File: src/rtl/ws2812_pkg.sv
// Shared WS2812 types and timing defaults.
// Used by both the transmit and receive paths.
package ws2812_pkg;

   typedef enum logic [1:0] {
      SYNC,
      IDLE,
      RECV
   } rx_state_e;

   typedef logic [23:0] pixel_t;

   localparam int DEF_HI_MIN  = 8;
   localparam int DEF_HI_THR  = 30;
   localparam int DEF_HI_MAX  = 60;
   localparam int DEF_PIX_MAX = 64;

endpackage

File: src/rtl/ws2812_rx_sync.sv
// Two-flop synchronizer for the raw WS2812 line.
// A third flop provides edge detection.
module ws2812_rx_sync (
   input  logic clk_in,
   input  logic rst_n_in,
   input  logic din_in,
   output logic din_s,
   output logic rise,
   output logic fall
);

   logic meta;
   logic din_d;

   always_ff @(posedge clk_in or negedge rst_n_in) begin
      if (!rst_n_in) begin
         meta  <= 1'b0;
         din_s <= 1'b0;
         din_d <= 1'b0;
      end else begin
         meta  <= din_in;
         din_s <= meta;
         din_d <= din_s;
      end
   end

   assign rise = din_s & ~din_d;
   assign fall = ~din_s & din_d;

endmodule

File: src/rtl/ws2812_rx.sv
// WS2812 line receiver: pulse-width decode into 24-bit pixels,
// framed by the low reset code.
module ws2812_rx
   import ws2812_pkg::*;
#(
   parameter int HI_MIN  = DEF_HI_MIN,
   parameter int HI_THR  = DEF_HI_THR,
   parameter int HI_MAX  = DEF_HI_MAX,
   parameter int PIX_MAX = DEF_PIX_MAX
) (
   input  logic        clk_in,
   input  logic        rst_n_in,
   input  logic        din_in,
   input  logic [15:0] rst_cnt_in,
   output logic        pix_valid_out,
   output pixel_t      pix_data_out,
   output logic [5:0]  pix_idx_out,
   output logic [6:0]  pix_cnt_out,
   output logic        frame_done_out,
   output logic        ovf_out,
   output logic        err_out,
   output logic        busy_out
);

   localparam int HW = $clog2(HI_MAX + 2);
   localparam logic [HW-1:0] H_MIN = HW'(HI_MIN);
   localparam logic [HW-1:0] H_THR = HW'(HI_THR);
   localparam logic [HW-1:0] H_MAX = HW'(HI_MAX);
   localparam logic [HW-1:0] H_SAT = HW'(HI_MAX + 1);
   localparam logic [6:0]    P_MAX = 7'(PIX_MAX);

   rx_state_e     state;
   rx_state_e     state_nx;
   logic          din_s;
   logic          rise;
   logic          fall;
   logic [HW-1:0] hi_cnt;
   logic [16:0]   lo_cnt;
   logic [16:0]   rst_thr;
   pixel_t        shift;
   logic [4:0]    bit_cnt;
   logic [6:0]    pix_idx;
   logic [5:0]    pend_idx;
   logic          ovf;
   logic          px_pend;
   logic          rst_hit;
   logic          bit_ok;
   logic          bit_val;
   logic          in_recv;
   logic          good_bit;
   logic          bad_bit;
   logic          pix_end;
   logic          frm_end;
   logic          room;

   ws2812_rx_sync u_sync (
      .clk_in   (clk_in),
      .rst_n_in (rst_n_in),
      .din_in   (din_in),
      .din_s    (din_s),
      .rise     (rise),
      .fall     (fall)
   );

   // lo_cnt still holds the previous gap during the fall cycle,
   // so the reset code is only trusted once the fall has passed.
   assign rst_thr  = (rst_cnt_in == 16'd0) ? 17'd2 : {rst_cnt_in, 1'b0};
   assign rst_hit  = ~din_s & ~fall & (lo_cnt >= rst_thr);
   assign bit_ok   = (hi_cnt >= H_MIN) && (hi_cnt <= H_MAX);
   assign bit_val  = hi_cnt >= H_THR;
   assign in_recv  = state == RECV;
   assign good_bit = in_recv & fall & bit_ok;
   assign bad_bit  = in_recv & fall & ~bit_ok;
   assign pix_end  = good_bit & (bit_cnt == 5'd23);
   assign frm_end  = in_recv & rst_hit;
   assign room     = pix_idx < P_MAX;

   always_ff @(posedge clk_in or negedge rst_n_in) begin
      if (!rst_n_in) begin
         hi_cnt <= '0;
         lo_cnt <= '0;
      end else begin
         if (rise)
            hi_cnt <= '0;
         else if (din_s && hi_cnt != H_SAT)
            hi_cnt <= hi_cnt + 1'b1;
         if (fall)
            lo_cnt <= '0;
         else if (!din_s && lo_cnt != '1)
            lo_cnt <= lo_cnt + 1'b1;
      end
   end

   always_ff @(posedge clk_in or negedge rst_n_in) begin
      if (!rst_n_in)
         state <= SYNC;
      else
         state <= state_nx;
   end

   always_comb begin
      state_nx = state;
      unique case (state)
         SYNC: if (rst_hit) state_nx = IDLE;
         IDLE: if (rise) state_nx = RECV;
         RECV: begin
            if (bad_bit)
               state_nx = SYNC;
            else if (rst_hit)
               state_nx = IDLE;
         end
         default: state_nx = SYNC;
      endcase
   end

   always_comb begin
      busy_out = (state == RECV);
   end

   always_ff @(posedge clk_in or negedge rst_n_in) begin
      if (!rst_n_in) begin
         shift    <= '0;
         bit_cnt  <= '0;
         pix_idx  <= '0;
         pend_idx <= '0;
         ovf      <= 1'b0;
         px_pend  <= 1'b0;
      end else begin
         px_pend <= pix_end & room;
         if (state == IDLE && rise) begin
            bit_cnt <= '0;
            pix_idx <= '0;
            ovf     <= 1'b0;
         end else if (good_bit) begin
            shift <= {shift[22:0], bit_val};
            if (pix_end) begin
               bit_cnt  <= '0;
               pend_idx <= pix_idx[5:0];
               if (room)
                  pix_idx <= pix_idx + 1'b1;
               else
                  ovf <= 1'b1;
            end else begin
               bit_cnt <= bit_cnt + 1'b1;
            end
         end
      end
   end

   always_ff @(posedge clk_in or negedge rst_n_in) begin
      if (!rst_n_in) begin
         pix_valid_out  <= 1'b0;
         pix_data_out   <= '0;
         pix_idx_out    <= '0;
         pix_cnt_out    <= '0;
         frame_done_out <= 1'b0;
         ovf_out        <= 1'b0;
         err_out        <= 1'b0;
      end else begin
         pix_valid_out  <= px_pend;
         if (px_pend) begin
            pix_data_out <= shift;
            pix_idx_out  <= pend_idx;
         end
         err_out        <= bad_bit | (frm_end & (bit_cnt != 5'd0));
         frame_done_out <= frm_end & (bit_cnt == 5'd0);
         if (frm_end && bit_cnt == 5'd0) begin
            pix_cnt_out <= pix_idx;
            ovf_out     <= ovf;
         end
      end
   end

endmodule

File: config.mk
export PLATFORM = sky130hd
export DESIGN_NAME = ws2812_rx
export DESIGN_NICKNAME = d
export VERILOG_FILES = /design/src/rtl/ws2812_pkg.sv /design/src/rtl/ws2812_rx_sync.sv /design/src/rtl/ws2812_rx.sv
export SDC_FILE = /design/constraint.sdc
export NUM_CORES = 1
export LEC_CHECK = 0
export BUFFER_PORTS_ARGS = -buffer_cell sky130_fd_sc_hd__clkbuf_2
export CORE_UTILIZATION = 51
export CTS_CLUSTER_DIAMETER = 120
export DETAILED_ROUTE_END_ITERATION = 16
export HOLD_SLACK_MARGIN = 0.02
export PLACE_DENSITY = 0.68
export SYNTH_ARGS = -nofsm -noshare
export SYNTH_HDL_FRONTEND = slang
export SYNTH_SLANG_ARGS = --single-unit
File: constraint.sdc
create_clock -name clk_in -period 6 [get_ports clk_in]
set_input_delay 1.2 -clock clk_in [delete_from_list [all_inputs] [get_ports clk_in]]
set_output_delay 1.2 -clock clk_in [all_outputs]
set_load 0.05 [all_outputs]
==> flow_summary.toml <==
[floorplan]
die_h_um = 102.8
die_w_um = 102.8
die_area_mm2 = 0.01057
rows = 36
io_pins = 61
start_util_pct = 52.78
core_mm2 = 0.009819

[detailed_routing]
drt-initial-drc-count = 115
wl_per_cell_um = 14.80
first_pass_iters = 4
wirelength_um = 9605
post-route-drc-count = 0
ant_nets = 0
vias = 3474
via_per_inst = 5.353

[cts]
cts_setup_buffers = 0
cts_tree = "built"
clockBufferDepth = 2
clk_pin_slew_ns = 0.06
cts_root_buf = "clkbuf_8"
cts.sink_count = 113
clock_latency_ns = 0.51
htree_levels = 4
postCtsHoldBufs = 0
numCtsBuffers = 17
post_cts_resized = 0

[setup_path]
slowest_stage = "mux2_2"
slowest_delay_ns = 0.38
r2r_start = "lo_cnt[2]"
crit_start = "rst_cnt_in[1]"
cp_top_family = "compound AO/OA/AOI/OAI gates"
cp.arrival_ns = 3.44
worstPathRequired_ns = 6.38
path_cells = "clkbuf_2 -> nor4_1 -> a41o_1 -> ha_1 -> nor2b_1 -> o21ai_1 -> a221oi_2 -> o2111ai_2 -> a21oi_4 -> mux2_2"
r2r_cells = 9
cp-end-kind = "flip-flop"
r2r_slack_ns = 3.19
crit_type = "in -> reg"
startpoint_type = "input pin"
crit_buf_inv = 1
critPathMaxFanout = 8
r2r_end = "lo_cnt[10]"

[global_routing]
grt_pass1_wl_um = 16130
met3_usage_pct = 4.542
grt.overflow.total = 0
grt_pass1_vias = 3447
use_met1_pct = 26.62
antenna_found_initial = 0
busiest_layer = "met2"
grt_max_degree = 71
grt_usage_pct = 20.26
grtUsageMet2_pct = 32.46

[sta]
hold_viol_final = 0
period_minus_slack_ns = 3.057
rsz0062_at_grt = "false"
setup_ws_ns = 2.943
holdWs_ns = 0.3452
finalCritPeriodShare_pct = 50.95
max_slew_margin_pct = 41.60
setup-violations-final = 0
slew_violations = 0
timing.setup.tns_ns = 0
max_freq_mhz = 327.1
skew_ns = 0.008818
tightestPinTransition_ns = 0.8760

[final_layout]
layout_common_cells = "dfrtp_1, mux2_2, clkbuf_2"
num_antenna_cells = 0
regArea_mm2 = 0.002828
area_growth_syn_to_layout_pct = 20.16
fill_cells = 796
multiInputGateArea_mm2 = 0.002178
final_common_cell = "dfrtp_1"
drive_above_1_share_pct = 32.75
nets = 547

[logic_synthesis]
ys.flop_type = "dfrtp_1"
synthTopCellsByArea = "dfrtp_1, mux2_2, ha_1"
synth_top_area_share_pct = 54.56
synthCells = 434
synth_simple_gate_area_share_pct = 11.23
synth-compound-area-share_pct = 7.315
ys_ff_latch = 113
syn-num-nets = 477
yosys.area.top_type = "dfrtp_1"
seq_area_frac_synth_pct = 54.56
synth-edff-count = 0
synth_top_family_by_area = "multiplexers"
yosys.area_share.xor_xnor_pct = 3.380
ys_warn_count = 0
avgSynthCellArea_um2 = 11.94
synth_cell_types = 52
synthArstFlopShare_pct = 100.0
synth.area.mux_share_pct = 14.32
synthAdderAreaFrac_pct = 5.794
syn_area_mm2 = 0.005182

[min_path]
holdPathStages = 0
hold_path_class = "reg -> reg"
hp-start = "u_sync.meta"
hold-path-endpoint = "u_sync.din_s"

[placed_design]
portBuffers = 60
place_ws_ns = 2.392
hpwlAfterDp_um = 6488
gp_congestion = 0.7540

[power]
power-per-cell-area_mw_per_mm2 = 302.0
cellLeakagePower_nw = 3.171
ir_drop_v = 0.0001879

[flow_run]
drv_cap = 0

[outcome]
status = "finished, final reports clean"
synth_stat cells, types with 3 or more instances:
cell type and n:
or3_1 5, xor2_1 12, nand4_1 5, and4_1 3
nor3_1 5, nor2_1 31, nor4_1 4, buf_2 3
mux2_2 65, clkbuf_1 6, a21oi_1 15, ha_1 24
xnor2_1 8, o21ai_0 16, and3_1 5, dfrtp_1 113
inv_1 29, nor2b_1 4, nand2_1 28, nand3_1 16
power breakdown:
part / switching, mW / internal, mW
logic: 0.0440 / 0.0251
clock network: 0.343 / 0.683
registers: 0.0137 / 0.772
how the worst max path moves through the flow:
stage | to | slack (ns) | cells past startpoint
after floorplan | ovf_out | 2.82 | 9
after global placement | pix_cnt_out[3] | 2.43 | 10
after detailed placement | pix_cnt_out[0] | 2.39 | 10
after CTS | pix_cnt_out[1] | 2.91 | 10
after global routing | pix_cnt_out[1] | 2.75 | 10
final | pix_cnt_out[1] | 2.94 | 10
area by class of cell:
cell class / count / share of cell area (%)
Clock inverter: 13 / 2.974
Clock buffer: 18 / 6.872
Tap cell: 133 / 2.672
Inverter: 29 / 1.748
Sequential cell: 113 / 45.41
Timing Repair Buffer: 64 / 5.345
Multi-Input combinational cell: 279 / 34.98
registers in the layout, indices dropped and copies added (netlist names), 2 cells and up:
name	count
pix_idx_out	6
lo_cnt	17
state	2
shift	24
hi_cnt	6
pend_idx	6
bit_cnt	5
pix_data_out	24
pix_cnt_out	7
pix_idx	7
worst register-to-register path, stage by stage (launching register included):
cell     delay (ns)
dfrtp_1        0.46
and4_1         0.24
and3_1         0.21
and3_1         0.18
and3_1         0.19
ha_1           0.23
nor2_1         0.39
nand3_1        0.30
or3_1          0.38
a21oi_1        0.15
cell families (layout without fill, tap and decap cells):
family / after synthesis / after routing
adders and majority gates: 24 / 24
buffers and inverters: 42 / 124
DFF: 113 / 113
AOI/OAI and AO/OA: 54 / 54
xor gates and xnor gates: 20 / 20
muxes: 66 / 66
and+or+nand+nor: 115 / 115
metrics by stage:
stage | util (%) | cells | cell area [um2] | power (mW)
2_1_floorplan | - | 434 | 5182 | 0.8343
3_3_place_gp | 57.17 | 618 | 5614 | 0.8662
3_5_place_dp | 57.17 | 618 | 5614 | 0.8688
4_1_cts | 63.42 | 649 | 6227 | 1.903
5_1_grt | 63.42 | 649 | 6227 | 1.949
6_report | 63.42 | 649 | 6227 | 1.881
metal layers:
metal / vias to the layer above / share of wire (%) / wire (um)
li1: 1675 / - / -
met1: 1727 / 48 / 4580
met2: 60 / 48 / 4585
met3: 12 / 3.5 / 339
met4: 0 / 1.0 / 99
met5: - / 0 / 0
(Power assumes the default switching activity.)
